`config.mk`:
```
export PLATFORM = sky130hd
export DESIGN_NAME = rs_latch_sequencer_flat
export DESIGN_NICKNAME = d
export VERILOG_FILES = /design/src/rtl/rs_latch_sequencer_if.sv /design/src/rtl/rs_latch_sequencer.sv /design/src/flat_wrapper.sv
export SDC_FILE = /design/constraint.sdc
export NUM_CORES = 1
export LEC_CHECK = 0
export CAP_MARGIN = 0
export CELL_PAD_IN_SITES_DETAIL_PLACEMENT = 0
export CELL_PAD_IN_SITES_GLOBAL_PLACEMENT = 1
export CORE_MARGIN = 2
export CORE_UTILIZATION = 39
export DETAILED_ROUTE_END_ITERATION = 8
export GPL_ROUTABILITY_DRIVEN = 0
export GPL_TIMING_DRIVEN = 0
export PLACE_DENSITY_LB_ADDON = 0.25
export SETUP_SLACK_MARGIN = 0.05
export SYNTH_ARGS = -nofsm -noshare
export SYNTH_HDL_FRONTEND = slang
export SYNTH_SLANG_ARGS = --single-unit
```
`constraint.sdc`:
```
create_clock -name clk -period 2.1 [get_ports clk]
set_input_delay 0.42 -clock clk [delete_from_list [all_inputs] [get_ports clk]]
set_output_delay 0.42 -clock clk [all_outputs]
set_load 0.05 [all_outputs]
```
`src/rtl/rs_latch_sequencer_if.sv`:
```
// Request, grant, status and latch-pin bundle for rs_latch_sequencer.
// The master side is the environment (requesters plus the latch itself),
// the slave side is the sequencer that owns every latch input.
interface rs_latch_sequencer_if #(
    parameter int unsigned N_REQ = 4
);
    localparam int unsigned IW = $clog2(N_REQ);

    logic [N_REQ-1:0] req_set;
    logic [N_REQ-1:0] req_rst;
    logic [N_REQ-1:0] grant;
    logic             busy;
    logic             lat_c;
    logic             lat_s;
    logic             lat_r;
    logic             lat_q;
    logic             clr_err;
    logic             err_illegal;
    logic             err_verify;
    logic [IW-1:0]    last_idx;

    modport master (
        output req_set, req_rst, lat_q, clr_err,
        input  grant, busy, lat_c, lat_s, lat_r, err_illegal, err_verify, last_idx
    );

    modport slave (
        input  req_set, req_rst, lat_q, clr_err,
        output grant, busy, lat_c, lat_s, lat_r, err_illegal, err_verify, last_idx
    );
endinterface

```
`src/rtl/rs_latch_sequencer.sv`:
```
// Shares one gated RS latch between N_REQ requesters: round-robin arbitration,
// setup / gate pulse / hold sequencing with S and R never both high, and a
// read-back check of Q. Every output is a register.
module rs_latch_sequencer #(
    parameter int unsigned N_REQ     = 4,
    parameter int unsigned PULSE_LEN = 2,
    parameter int unsigned HOLD_LEN  = 1
) (
    input logic                 clk,
    input logic                 rst_n,
    rs_latch_sequencer_if.slave bus
);
    localparam int unsigned IW      = $clog2(N_REQ);
    localparam int unsigned CNT_MAX = (PULSE_LEN > HOLD_LEN) ? PULSE_LEN : HOLD_LEN;
    localparam int unsigned CW      = $clog2(CNT_MAX + 1);

    typedef enum logic [2:0] {
        S_IDLE,
        S_SETUP,
        S_PULSE,
        S_HOLD,
        S_CHECK
    } state_t;

    state_t           r_state;
    logic [CW-1:0]    r_cnt;
    logic             r_op;
    logic [IW-1:0]    r_idx;
    logic [IW-1:0]    r_ptr;
    logic [IW-1:0]    r_last;
    logic [N_REQ-1:0] r_grant;
    logic             r_busy;
    logic             r_c;
    logic             r_s;
    logic             r_r;
    logic             r_err_ill;
    logic             r_err_ver;

    state_t           w_state_nx;
    logic [CW-1:0]    w_cnt_nx;
    logic             w_op_nx;
    logic [IW-1:0]    w_idx_nx;
    logic [IW-1:0]    w_ptr_nx;
    logic [IW-1:0]    w_last_nx;
    logic [N_REQ-1:0] w_grant_nx;
    logic             w_busy_nx;
    logic             w_c_nx;
    logic             w_s_nx;
    logic             w_r_nx;
    logic             w_err_ill_nx;
    logic             w_err_ver_nx;
    logic [N_REQ-1:0] w_valid;
    logic [N_REQ-1:0] w_illegal;
    logic             w_hit;
    logic [IW-1:0]    w_hit_idx;
    logic [IW:0]      w_sum;
    logic             w_drive_sr;

    // Next state, arbitration and next values of every registered output
    always_comb begin
        w_state_nx = r_state;
        w_cnt_nx   = r_cnt;
        w_op_nx    = r_op;
        w_idx_nx   = r_idx;
        w_ptr_nx   = r_ptr;
        w_last_nx  = r_last;
        w_valid    = bus.req_set ^ bus.req_rst;
        w_illegal  = bus.req_set & bus.req_rst;
        w_hit      = 1'b0;
        w_hit_idx  = '0;
        w_sum      = '0;

        // Walk ptr, ptr+1, ... with wrap; first valid requester wins
        for (int unsigned k = 0; k < N_REQ; k++) begin
            w_sum = {1'b0, r_ptr} + (IW+1)'(k);
            if (w_sum >= (IW+1)'(N_REQ)) begin
                w_sum = w_sum - (IW+1)'(N_REQ);
            end
            if (!w_hit && w_valid[w_sum[IW-1:0]]) begin
                w_hit     = 1'b1;
                w_hit_idx = w_sum[IW-1:0];
            end
        end

        case (r_state)
            S_IDLE: begin
                if (w_hit) begin
                    w_state_nx = S_SETUP;
                    w_idx_nx   = w_hit_idx;
                    w_op_nx    = bus.req_set[w_hit_idx];
                end
            end
            S_SETUP: begin
                w_state_nx = S_PULSE;
                w_cnt_nx   = CW'(PULSE_LEN - 1);
            end
            S_PULSE: begin
                if (r_cnt == '0) begin
                    w_state_nx = S_HOLD;
                    w_cnt_nx   = CW'(HOLD_LEN - 1);
                end else begin
                    w_cnt_nx = r_cnt - CW'(1);
                end
            end
            S_HOLD: begin
                if (r_cnt == '0) begin
                    w_state_nx = S_CHECK;
                    w_last_nx  = r_idx;
                    w_ptr_nx   = (r_idx == IW'(N_REQ - 1)) ? '0 : r_idx + IW'(1);
                end else begin
                    w_cnt_nx = r_cnt - CW'(1);
                end
            end
            S_CHECK: begin
                w_state_nx = S_IDLE;
            end
            default: begin
                w_state_nx = S_IDLE;
            end
        endcase

        // Outputs are Moore-decoded from the next state so they can be registered
        w_drive_sr   = (w_state_nx == S_SETUP) || (w_state_nx == S_PULSE) || (w_state_nx == S_HOLD);
        w_s_nx       = w_drive_sr & w_op_nx;
        w_r_nx       = w_drive_sr & ~w_op_nx;
        w_c_nx       = (w_state_nx == S_PULSE);
        w_busy_nx    = (w_state_nx != S_IDLE);
        w_grant_nx   = (w_state_nx == S_CHECK) ? (N_REQ'(1) << r_idx) : '0;

        // A new error in the clearing cycle wins over clr_err
        w_err_ill_nx = (r_err_ill & ~bus.clr_err) | ((r_state == S_IDLE) && (|w_illegal));
        w_err_ver_nx = (r_err_ver & ~bus.clr_err) | ((r_state == S_CHECK) && (bus.lat_q != r_op));
    end

    // State, counters and registered outputs; reset aborts without a grant
    always_ff @(posedge clk or negedge rst_n) begin
        if (!rst_n) begin
            r_state   <= S_IDLE;
            r_cnt     <= '0;
            r_op      <= 1'b0;
            r_idx     <= '0;
            r_ptr     <= '0;
            r_last    <= '0;
            r_grant   <= '0;
            r_busy    <= 1'b0;
            r_c       <= 1'b0;
            r_s       <= 1'b0;
            r_r       <= 1'b0;
            r_err_ill <= 1'b0;
            r_err_ver <= 1'b0;
        end else begin
            r_state   <= w_state_nx;
            r_cnt     <= w_cnt_nx;
            r_op      <= w_op_nx;
            r_idx     <= w_idx_nx;
            r_ptr     <= w_ptr_nx;
            r_last    <= w_last_nx;
            r_grant   <= w_grant_nx;
            r_busy    <= w_busy_nx;
            r_c       <= w_c_nx;
            r_s       <= w_s_nx;
            r_r       <= w_r_nx;
            r_err_ill <= w_err_ill_nx;
            r_err_ver <= w_err_ver_nx;
        end
    end

    assign bus.grant       = r_grant;
    assign bus.busy        = r_busy;
    assign bus.lat_c       = r_c;
    assign bus.lat_s       = r_s;
    assign bus.lat_r       = r_r;
    assign bus.err_illegal = r_err_ill;
    assign bus.err_verify  = r_err_ver;
    assign bus.last_idx    = r_last;
endmodule

```
`src/flat_wrapper.sv`:
```
// flat-port wrapper written by rule: the top's interface ports become plain ports
module rs_latch_sequencer_flat 
#(
    parameter int unsigned N_REQ     = 4,
    parameter int unsigned PULSE_LEN = 2,
    parameter int unsigned HOLD_LEN  = 1
)
  (clk, rst_n, bus_req_set, bus_req_rst, bus_lat_q, bus_clr_err, bus_grant, bus_busy, bus_lat_c, bus_lat_s, bus_lat_r, bus_err_illegal, bus_err_verify, bus_last_idx);
  rs_latch_sequencer_if #(.N_REQ(N_REQ)) bus_i ();
  input logic clk;
  input logic rst_n;
  input wire logic [$bits(bus_i.req_set)-1:0] bus_req_set;
  input wire logic [$bits(bus_i.req_rst)-1:0] bus_req_rst;
  input wire logic [$bits(bus_i.lat_q)-1:0] bus_lat_q;
  input wire logic [$bits(bus_i.clr_err)-1:0] bus_clr_err;
  output wire logic [$bits(bus_i.grant)-1:0] bus_grant;
  output wire logic [$bits(bus_i.busy)-1:0] bus_busy;
  output wire logic [$bits(bus_i.lat_c)-1:0] bus_lat_c;
  output wire logic [$bits(bus_i.lat_s)-1:0] bus_lat_s;
  output wire logic [$bits(bus_i.lat_r)-1:0] bus_lat_r;
  output wire logic [$bits(bus_i.err_illegal)-1:0] bus_err_illegal;
  output wire logic [$bits(bus_i.err_verify)-1:0] bus_err_verify;
  output wire logic [$bits(bus_i.last_idx)-1:0] bus_last_idx;
  assign bus_i.req_set = bus_req_set;
  assign bus_i.req_rst = bus_req_rst;
  assign bus_i.lat_q = bus_lat_q;
  assign bus_i.clr_err = bus_clr_err;
  assign bus_grant = bus_i.grant;
  assign bus_busy = bus_i.busy;
  assign bus_lat_c = bus_i.lat_c;
  assign bus_lat_s = bus_i.lat_s;
  assign bus_lat_r = bus_i.lat_r;
  assign bus_err_illegal = bus_i.err_illegal;
  assign bus_err_verify = bus_i.err_verify;
  assign bus_last_idx = bus_i.last_idx;
  rs_latch_sequencer #(.N_REQ(N_REQ), .PULSE_LEN(PULSE_LEN), .HOLD_LEN(HOLD_LEN)) u_core (.clk(clk), .rst_n(rst_n), .bus(bus_i));
endmodule
```
# Yosys cells after proc, flatten, opt, wreduce, memory -nomap -nowiden
# Cells that the tools add are included.
[totals] input_bits=12 out_inout_bits=12 word_cells=104 ff_bits=22
[classes] mux=33 n_shift=1 magnitude_cmp=9 n_bitwise=10 n_reduce_logical=18 n_eq_ne=11 n_addsub=9
[op_table] cell="2-bit 2-to-1 mux" count=11
[op_table] cell="2-bit by 3-bit less-than comparator with 1-bit output (second input constant)" count=5
[op_table] cell="3-bit by 2-bit == test with 1-bit output (second input constant)" count=4
[op_table] cell="3-bit case mux with 4 select lines" count=1
[op_table] cell="1-bit 2-to-1 mux" count=11
[op_table] cell="1-bit binary-select mux with 2-bit select" count=5
[op_table] cell="2-bit by 1-bit subtractor with 2-bit output (second input constant)" count=5
[op_table] cell="3-bit >= comparator (second input constant)" count=3
[op_table] cell="3-bit 2-to-1 mux" count=3
[op_table] cell="2-bit by 2-bit adder with 3-bit output (second input constant)" count=2
[op_table] cell="3-bit by 1-bit == test with 1-bit output (second input constant)" count=2
[op_table] cell="3-bit == test (second input constant)" count=2
[op_table] cell="2-bit case mux with 3 select lines" count=1
[op_table] cell="2-bit AND reduction" count=3
[op_table] cell="3-bit nonzero test" count=2
[op_table] cell="1-bit logical AND" count=5
[op_table] cell="1-bit AND" count=4
[op_table] cell="4-bit AND" count=1
[op_table] cell="4-bit 2-to-1 mux" count=1
[op_table] cell="4-bit OR reduction" count=1
[op_table] cell="1-bit by 2-bit left shift with 4-bit output (first input constant)" count=1
[op_table] cell="4-bit bitwise XOR" count=1
[op_table] cell="2-bit by 1-bit adder with 3-bit output (second input constant)" count=1
[op_table] cell="2-bit by 3-bit >= comparator with 1-bit output (second input constant)" count=1
[op_table] cell="10 further kinds" count=15

# Depth between registers and ports, before layout
# Gate-level depths: netlist of run 1.
[logic_depth] ltp_word=20 mapped_depth=7 mapped_depth_nobuf=7

# Worst setup path before layout of run 1
# OpenSTA, ideal clock, no wires.
[synth_timing] path_type="input port to flip-flop" start="input port bus_req_rst[3]" end="register u_core.r_r (netlist: u_core.bus.lat_r)" required_ns=1.980 arrival_time_ns=1.924 cell_stages=7 setup_slack_ns=0.055 path_buffers=1 path_cell_list="ha_1 nor4_1 or4_4 buf_6 nor4_4 o21ai_2 and4_1"
[synth_via] elab_chain_len=19 word_cells_on_any_way=36
[synth_rtl] element="from (decl)" line_no="flat_wrapper.sv:13" source="input wire logic [$bits(bus_i.req_rst)-1:0] bus_req_rst;"
[synth_rtl] element="4-bit bitwise XOR *" line_no="rs_latch_sequencer.sv:67" source="w_valid = bus.req_set ^ bus.req_rst;"
[synth_rtl] element="1-bit binary-select mux with 2-bit select" line_no="rs_latch_sequencer.sv:79" source="if (!w_hit && w_valid[w_sum[IW-1:0]]) begin"
[synth_rtl] element="1-bit 2-to-1 mux (implied by the code)" line_no="rs_latch_sequencer.sv:79"
[synth_rtl] element="1-bit 2-to-1 mux" line_no="rs_latch_sequencer.sv:79"
[synth_rtl] element="1-bit zero test" line_no="rs_latch_sequencer.sv:79"
[synth_rtl] element="1-bit logical AND" line_no="rs_latch_sequencer.sv:79"
[synth_rtl] element="1-bit 2-to-1 mux" line_no="rs_latch_sequencer.sv:79"
[synth_rtl] element="1-bit zero test" line_no="rs_latch_sequencer.sv:79"
[synth_rtl] element="[4 not listed]"
[synth_rtl] element="1-bit 2-to-1 mux / 2-bit 2-to-1 mux (equally long branches)" line_no="rs_latch_sequencer.sv:79"
[synth_rtl] element="3-bit 2-to-1 mux / 1-bit binary-select mux with 2-bit select (equally long branches)" line_no="rs_latch_sequencer.sv:87, rs_latch_sequencer.sv:90"
[synth_rtl] element="3-bit case mux with 4 select lines / 1-bit 2-to-1 mux (equally long branches)" line_no="rs_latch_sequencer.sv:85, rs_latch_sequencer.sv:90"
[synth_rtl] element="3-bit by 1-bit == test with 1-bit output (tied with other cells)" line_no="rs_latch_sequencer.sv:123" source="w_drive_sr = (w_state_nx == S_SETUP) || (w_state_nx == S_PULSE) || (w_state_nx == S_HOLD);"
[synth_rtl] element="1-bit logical OR / 1-bit 2-to-1 mux (equally long branches)" line_no="rs_latch_sequencer.sv:123, rs_latch_sequencer.sv:85"
[synth_rtl] element="1-bit logical OR / 1-bit inverter (equally long branches)" line_no="rs_latch_sequencer.sv:123, rs_latch_sequencer.sv:125"
[synth_rtl] element="1-bit AND *" line_no="rs_latch_sequencer.sv:125" source="w_r_nx = w_drive_sr & ~w_op_nx;"
[synth_rtl] element="net u_core.w_r_nx" line_no="rs_latch_sequencer.sv:49" source="logic w_r_nx;"
[synth_rtl] element="to (signal assigned)" line_no="rs_latch_sequencer.sv:162" source="r_r <= w_r_nx;"
[synth_rtl] element="to (decl)" line_no="rs_latch_sequencer.sv:35" source="logic r_r;"
# The timed path passes the listed nets; every way through them passes the cells marked *. The select of a mux whose other input is x is not followed.
# A chain may end at the register's enable or synchronous reset.

# Final worst setup path of run 1
[layout_timing] start="input port bus_req_set[3]" end="register u_core.r_r (netlist: u_core.bus.lat_r)"
[layout_via] elab_chain_len=19 word_cells_on_any_way=36
[layout_rtl] element="from (decl)" line_no="flat_wrapper.sv:12" source="input wire logic [$bits(bus_i.req_set)-1:0] bus_req_set;"
[layout_rtl] element="4-bit bitwise XOR" line_no="rs_latch_sequencer.sv:67"
[layout_rtl] element="1-bit binary-select mux with 2-bit select" line_no="rs_latch_sequencer.sv:79"
[layout_rtl] element="1-bit 2-to-1 mux (implied by the code)" line_no="rs_latch_sequencer.sv:79"
[layout_rtl] element="1-bit 2-to-1 mux" line_no="rs_latch_sequencer.sv:79"
[layout_rtl] element="1-bit zero test" line_no="rs_latch_sequencer.sv:79"
[layout_rtl] element="1-bit logical AND" line_no="rs_latch_sequencer.sv:79"
[layout_rtl] element="1-bit 2-to-1 mux" line_no="rs_latch_sequencer.sv:79"
[layout_rtl] element="1-bit zero test" line_no="rs_latch_sequencer.sv:79"
[layout_rtl] element="[4 not listed]"
[layout_rtl] element="1-bit 2-to-1 mux / 2-bit 2-to-1 mux (equally long branches)" line_no="rs_latch_sequencer.sv:79"
[layout_rtl] element="3-bit 2-to-1 mux / 1-bit binary-select mux with 2-bit select (equally long branches)" line_no="rs_latch_sequencer.sv:87, rs_latch_sequencer.sv:90"
[layout_rtl] element="3-bit case mux with 4 select lines / 1-bit 2-to-1 mux (equally long branches)" line_no="rs_latch_sequencer.sv:85, rs_latch_sequencer.sv:90"
[layout_rtl] element="3-bit by 1-bit == test with 1-bit output (tied with other cells)" line_no="rs_latch_sequencer.sv:123"
[layout_rtl] element="1-bit logical OR / 1-bit 2-to-1 mux (equally long branches)" line_no="rs_latch_sequencer.sv:123, rs_latch_sequencer.sv:85"
[layout_rtl] element="1-bit logical OR / 1-bit inverter (equally long branches)" line_no="rs_latch_sequencer.sv:123, rs_latch_sequencer.sv:125"
[layout_rtl] element="1-bit AND *" line_no="rs_latch_sequencer.sv:125"
[layout_rtl] element="net u_core.w_r_nx" line_no="rs_latch_sequencer.sv:49"
# Marks and branches as above.

==> results of run 1 <==
-- worst min path at each step --
stage / slack [ns] / depth (start not counted) / startpoint / to
6_report: 0.51 / 2 / u_core.bus.err_illegal / u_core.bus.err_illegal
5_1_grt: 0.56 / 2 / u_core.bus.err_illegal / u_core.bus.err_illegal
4_1_cts: 0.52 / 2 / u_core.bus.err_illegal / u_core.bus.err_illegal
3_3_place_gp: 0.49 / 1 / u_core.bus.last_idx[0] / u_core.bus.last_idx[0]
3_5_place_dp: 0.49 / 2 / u_core.bus.err_illegal / u_core.bus.err_illegal
2_1_floorplan: 0.12 / 0 / rst_n / u_core.bus.busy
-- area by class of cell --
type | count | share of cell area
clock buffers | 3 | 0.0143
repair buffers | 25 | 0.150
plain buffers | 3 | 0.0167
clock inverters | 1 | 0.0191
well taps | 33 | 0.0263
multi-input cells | 77 | 0.407
flip-flops and latches | 22 | 0.350
inverters | 7 | 0.0167
-- cells in the mapped netlist (2+ instances only) --
cell	n
nor3_1	4
nor4_1	2
and2_1	4
nor2_1	9
a21oi_1	3
mux2_2	6
nor2b_1	2
dfrtp_1	22
nand2b_1	2
nand2_1	5
ha_1	11
o21ai_0	3
xor2_1	2
buf_6	2
nand3_1	5
inv_1	7
-- power by group --
part	switching [W]	leakage (nW)	total (W)	internal (W)
Clock	0.000127	0.0279	0.000320	0.000193
Sequential	0.000124	0.277	0.000712	0.000588
Combinational	0.000675	0.403	0.00118	0.000504
-- timing repair --
item,in CTS,in global routing
endpoints found under the setup margin,5,0
gates resized for setup,13,0
setup buffers,2,0
hold buffers,0,0
-- worst max-delay path: stages --
cell	delay, ns
dlygate4sd2_1	0.28
ha_4	0.30
nor4_1	0.08
or4_4	0.42
buf_6	0.15
nor4_4	0.24
o21ai_2	0.11
and4_1	0.18
-- flip-flops by register name, summed over array words and instances, names as in the netlist --
name / cells
u_core.r_ptr: 2
u_core.r_cnt: 2
u_core.bus.grant: 4
u_core.bus.lat_c: 1
u_core.bus.err_illegal: 1
u_core.bus.lat_s: 1
u_core.r_idx: 2
u_core.bus.busy: 1
u_core.bus.err_verify: 1
u_core.r_op: 1
u_core.r_state: 3
u_core.bus.last_idx: 2
u_core.bus.lat_r: 1
-- metrics by stage --
stage                     cell area, µm²  utilization  setup TNS, ns  total power [W]  cells
after CTS                           1570        0.528              0          0.00223    171
after floorplan                     1190            -              0          0.00158    109
after global routing                1570        0.528              0          0.00237    171
final                               1570        0.528              0          0.00221    171
after detailed placement            1470        0.492          -2.20          0.00189    165
after global placement              1470        0.492          -2.15          0.00187    165
-- per-layer routing --
| metal | share of wire | GRT usage | wire length, µm |
|---|---|---|---|
| met1 | 0.43 | 0.184 | 1010 |
| met2 | 0.52 | 0.250 | 1220 |
| met3 | 0.032 | 0.0197 | 75 |
| met4 | 0.023 | 0.0779 | 54 |
| met5 | 0 | 0 | 0 |
-- cells by family (layout without fill, tap and decap cells) --
family / count (synthesis) / after routing / synth area share
and+or+nand+nor: 41 / 41 / 0.201
DFF: 22 / 22 / 0.461
AOI/OAI and AO/OA: 17 / 17 / 0.107
adders and majority gates: 11 / 11 / 0.115
buffers and inverters: 10 / 39 / 0.0440
muxes: 6 / 6 / 0.0566
xor gates and xnor gates: 2 / 2 / 0.0147
==> reports/metrics.cfg, run 1 <==
[critical_path]
reg2regPathDepth=5
timing.rr.start=u_core.r_cnt[0]
endpoint=u_core.bus.lat_r
critPathLaunchType=primary input
path_max_fanout=7
required_ns=2.31
rrSetupSlack_ns=0.24
reg2reg_to=u_core.bus.last_idx[1]
end_kind=flop
setup.worst_path.start=bus_req_set[3]
cp.arrival_ns=2.18
path_class=primary input to flop

[cts]
clk_latency_ns=0.30
cts_tree=done
clk_pin_slew_ns=0.12
cts_buffers=3
cts_max_level=1
root_buffer=clkbuf_4
cts_buffer_depth=2
clkSinkCount=22

[floorplanning]
boundaryPins=24
dieWidth_um=59.3
initial_core_util=0.401
die_h_um=59.3
fp-row-count=20
coreArea_um2=2980
dieArea_um2=3520

[pwr]
vdd_drop_max_mv=0.443
powerDensity_nw_per_um2=1410
power.leakage_nw=0.708

[drt]
wirelength_mm=2.37
dr.pass1.iters=4
vias=877
postRouteAntennaNets=0
drc=0
wire_per_inst_um=13.8
via_per_inst=5.13
first_iter_violations=17

[synthesis]
yosysWarningCount=0
synth_top_cell_area_share=0.461
syn_inst=109
synthFlopType=dfrtp_1
ys_ff_latch=22
syn_avg_cell_area_um2=11.0
synth.distinct_cells=36
netlist_area_um2=1190
synth-edff-count=0
async_reset_ff_frac=1.00
yosysTopAreaCell=dfrtp_1
ys_seq_area_frac=0.461
syn_nets=132
synth_area_leaders=dfrtp_1 (46%), ha_1 (12%), mux2_2 (5.7%)

[final_layout]
final_cell_mix=dfrtp_1 (22), clkdlybuf4s50_1 (15), nor2_1 (9)
fill_cells=260
seqCellArea_um2=551
layout_commonest_cell=dfrtp_1
nNetsFinal=162
layout-drive-gt1-share=0.196
diodes=0
multi_input_area_um2=641
syn_to_final_growth_pct=31.8

[sta]
fin_crit_sh=0.942
tightest_slew_ns=0.977
maxSlewViolCount=0
fmax_ghz=0.506
rsz0062_at_grt=false
fin_ws_ns=0.122
hold_viol=0
setup_viol=0
max_slew_margin=0.347
holdWs_ns=0.515
fin_skew_ns=0.00281
period_minus_slack_ns=1.98

[min_path]
hold_class=flop to flop

[status]
outcome=finished, final reports clean

[global_route]
antenna_found_initial=0
grt_first_pass_wirelength_mm=3.86
grtUsageTotal=0.148
grt_overflow=0
grt_max_degree=23
grt_pass1_vias=904

[placement]
dp_hpwl_mm=1.70
post-place-ws_ns=-0.515
io_buffers=23

[flow_run]
cap_violations=0

No activity file was read; power rests on OpenSTA's default activity.
==> run 2, diff against run 1 <==
--- a/config.mk
+++ b/config.mk
@@ -15,6 +15,7 @@
 export GPL_TIMING_DRIVEN = 0
 export PLACE_DENSITY_LB_ADDON = 0.25
 export SETUP_SLACK_MARGIN = 0.05
+export SKIP_LAST_GASP = 1
 export SYNTH_ARGS = -nofsm -noshare
 export SYNTH_HDL_FRONTEND = slang
 export SYNTH_SLANG_ARGS = --single-unit
==> results of run 2 <==
No change in the layout: final DEF, timing and power equal those of run 1.
==> RTL change 1 (settings of run 2) <==
`PULSE_LEN` is set to 2 in 2 places; all go to 1.
--- a/src/rtl/rs_latch_sequencer.sv
+++ b/src/rtl/rs_latch_sequencer.sv
@@ -5,3 +5,3 @@
     parameter int unsigned N_REQ     = 4,
-    parameter int unsigned PULSE_LEN = 2,
+    parameter int unsigned PULSE_LEN = 1,
     parameter int unsigned HOLD_LEN  = 1
--- a/src/flat_wrapper.sv
+++ b/src/flat_wrapper.sv
@@ -4,3 +4,3 @@
     parameter int unsigned N_REQ     = 4,
-    parameter int unsigned PULSE_LEN = 2,
+    parameter int unsigned PULSE_LEN = 1,
     parameter int unsigned HOLD_LEN  = 1
Behaviour: not the same (Yosys sat finds a counterexample within 4 cycles, from zero or initial values and one cycle with rst_n low).
==> RTL change 1 against run 2 <==
- area after synthesis down 18%
- wire length decreased by 14%
- worst setup slack worse by 0.032 ns
- sequential cell count down 2
- power down 13%
- die area fell by 17%
- clock power down 30%
- final area shrank 14%
- critical endpoint unchanged
- largest power group unchanged
- highest routed layer unchanged
==> RTL change 1: results (changes against run 2) <==
outcome - complete, no violations
Fill cells - 235 (-9.6%)
Net Sw Frac - 45.2% (+3.3 points)
Data buffer area share - 18.4% (+1.8 points)
area of the multi-input gates - 499 um2 (-22%)
initial drt markers - 6 (-11)
multi-input combinational area share - 37.0% (-3.7 points)
M3 GR Usage - 2.78% (+0.81 points)
pre-CTS WS - -0.501 ns (+0.0142 ns)
sequential-to-total area share from yosys stat - 51.4% (+5.3 points)
Cells after DPL - 146 (-12%)
Vias/cell - 5.29 (+3.1%)
Seq area share - 37.1% (+2.1 points)
Plain + repair buffers - 27 (-3.6%)
met1 Use GR - 19.0% (+0.64 points)
share of layout cells above drive strength 1 - 12.3% (-7.3 points)
met2 routed WL - 1030 um (-16%)
comb_multi_in - 64 (-17%)
worst-path fanout max - 5 (-2)
Synth Area in Compound Gates - 12.9% (+2.2 points)
Tot GR Track Use - 15.8% (+0.98 points)
Post-synth top cells - dfrtp_1, nand2_1, ha_1, o21ai_0, inv_1
Post-Route WL - 2030 um (-14%)
net switching power figure - 865 uW (-6.6%)
CTS sink count - 20 (-9.1%)
DP Area - 1240 um2 (-15%)
Distinct cells, synth - 29 (-19%)
met3 wire len - 93 um (+24%)
-- RTL change 1: cell types whose count changed after synthesis, moves of 3 or more --
cell and change:
mux2_2 -5, ha_1 -3, o21ai_0 +5, nor2_1 -5, nor3_1 -3, nand2_1 +4, mux2i_1 +3, nand3_1 -3
-- RTL change 1: worst paths after layout --
path | startpoint | end | slack (ns) | cells past startpoint
worst max-delay path | bus_req_rst[3] | u_core.bus.lat_r | 0.09 | 6
worst min-delay path | u_core.r_state[2] | u_core.r_state[1] | 0.49 | 1
worst max register to register | u_core.r_ptr[1] | u_core.bus.lat_r | 0.35 | 6
worst min register to register | u_core.r_state[2] | u_core.r_state[1] | 0.49 | 1
max in group asynchronous | rst_n | u_core.r_idx[1] | 0.94 | 1
min in group asynchronous | rst_n | u_core.bus.err_illegal | 0.61 | 1
-- RTL change 1: worst max-delay path, cell delays in order --
cell and delay (ns):
clkdlybuf4s50_1 0.50, ha_4 0.23, or4_4 0.51, nand3b_1 0.14
inv_2 0.07, a221o_1 0.33
==> RTL change 2 (settings of run 2) <==
Without the edit above. The 5 states of `state_t` get a one-hot encoding in 5 bits.
--- a/src/rtl/rs_latch_sequencer.sv
+++ b/src/rtl/rs_latch_sequencer.sv
@@ -16,8 +16,8 @@
 
-    typedef enum logic [2:0] {
-        S_IDLE,
-        S_SETUP,
-        S_PULSE,
-        S_HOLD,
-        S_CHECK
+    typedef enum logic [4:0] {
+        S_IDLE  = 5'b00001,
+        S_SETUP = 5'b00010,
+        S_PULSE = 5'b00100,
+        S_HOLD  = 5'b01000,
+        S_CHECK = 5'b10000
     } state_t;
Behaviour: no difference found for any inputs over 10 cycles, from zero or initial values and one cycle with rst_n low; not proved beyond that.
==> RTL change 2 against run 2 <==
- worst setup slack got worse by 0.069 ns
- fmax fell by 3.4%
- largest power group unchanged
- area after synthesis increased by 10%
- via count increased by 26%
- sequential power up 3.2%
- clock skew increased by 0.0015 ns
- final area increased by 18%
- largest cell class unchanged
- sequential share of layout area shrank 2.5 points
- global-route usage is 2.7 points higher
- clock power rose by 3%
- sequential cell count rose by 2
- worst hold slack got worse by 0.0035 ns
- power fell by 0.64%
- wire length up 26%
==> RTL change 2: results (changes against run 2) <==
Vias/cell - 5.20 (+1.4%)
DP Area - 1640 um2 (+12%)
syn_nets - 151 (+14%)
synth top area cells - dfrtp_1, ha_1, and3_1
hpwl dp - 2070 um (+22%)
Synth Area in Compound Gates - 17.0% (+6.3 points)
number of flip-flops in the largest register - 5 (+1)
Cells after DPL - 197 (+19%)
static leakage - 0.000875 uW (+24%)
worst reg2reg path depth - 8 (+3)
crit path launch - bus_req_rst[3]
DRT Pass-1 Iters - 5 (+1)
Worst R2R End - u_core.r_cnt[0]
met1 Use GR - 23.6% (+5.2 points)
routed metal-1 wirelength - 1400 um (+38%)
maximum VDD drop - 0.613 mV (+38%)
met2 GRT Util - 28.9% (+3.9 points)
worst hold endpoint - u_core.bus.last_idx[1]
Post-Synth Adder-Cell Area - 10.5% (-1.1 points)
M3 GR Usage - 3.93% (+2.0 points)
min-delay src - u_core.bus.last_idx[1]
global-route wire length before repair - 4970 um (+29%)
Reg-to-Reg Start - u_core.r_cnt[1]
Critical Path AT - 2.25 ns (+0.07 ns)
share of layout cells above drive strength 1 - 24.7% (+5.1 points)
pin count of the biggest net entering global routing - 25 (+8.7%)
Synth Area in XOR/XNOR - 0.666% (-0.80 points)
sequential-to-total area share from yosys stat - 45.8% (-0.36 points)
Worst R2R Setup Slack - 0.15 ns (-0.09 ns)
met2 routed WL - 1450 um (+19%)
outcome - complete, no violations
[RTL change 2: cell count changes after synthesis, moves of 3 or more]
cell,change
nand2_1,+5
inv_1,+4
a211oi_1,+3
and3_1,+8
and2_1,-4
mux2_2,-6
[RTL change 2: how the worst max path moves through the flow]
| stage | end | slack, ns | cells past startpoint |
|---|---|---|---|
| floorplan | u_core.bus.lat_r | -0.06 | 7 |
| CTS | u_core.bus.lat_r | 0.05 | 8 |
| detailed placement | u_core.bus.lat_r | -0.75 | 8 |
| global placement | u_core.bus.lat_r | -0.76 | 8 |
| global route | u_core.bus.lat_r | 0.05 | 8 |
| finish | u_core.bus.lat_r | 0.05 | 8 |
[RTL change 2: final cells by class]
cell class	instances	area [um2]
Buffer	2	15.0
Clock buffer	3	22.5
Clock inverter	1	30.0
Fill cell	283	1430
Inverter	11	41.3
Multi-Input combinational cell	91	776
Sequential cell	24	602
Tap cell	46	57.6
Timing Repair Buffer	34	310
[RTL change 2: timing repair]
item,CTS,global route
gates resized for setup,34,19
buffers inserted,8,3
setup endpoints to repair,6,4
pin swaps,8,6
hold buffers,0,0
[RTL change 2: power by group through the flow]
stage | combinational [uW] | clock [uW] | sequential (uW)
3_5_place_dp | 912 | 0 | 741
5_1_grt | 1260 | 361 | 761
3_3_place_gp | 891 | 0 | 735
4_1_cts | 1020 | 344 | 732
6_report | 1130 | 330 | 735
2_1_floorplan | 499 | 0 | 880
[RTL change 2: stage by stage]
| step | TNS [ns] | hold WS [ns] | total power (uW) |
|---|---|---|---|
| global placement | -3.02 | 0.466 | 1630 |
| global route | 0 | 0.565 | 2380 |
| CTS | 0 | 0.511 | 2090 |
| floorplan | -0.0613 | 0.124 | 1380 |
| detailed placement | -3.08 | 0.475 | 1650 |
| finish | 0 | 0.511 | 2200 |
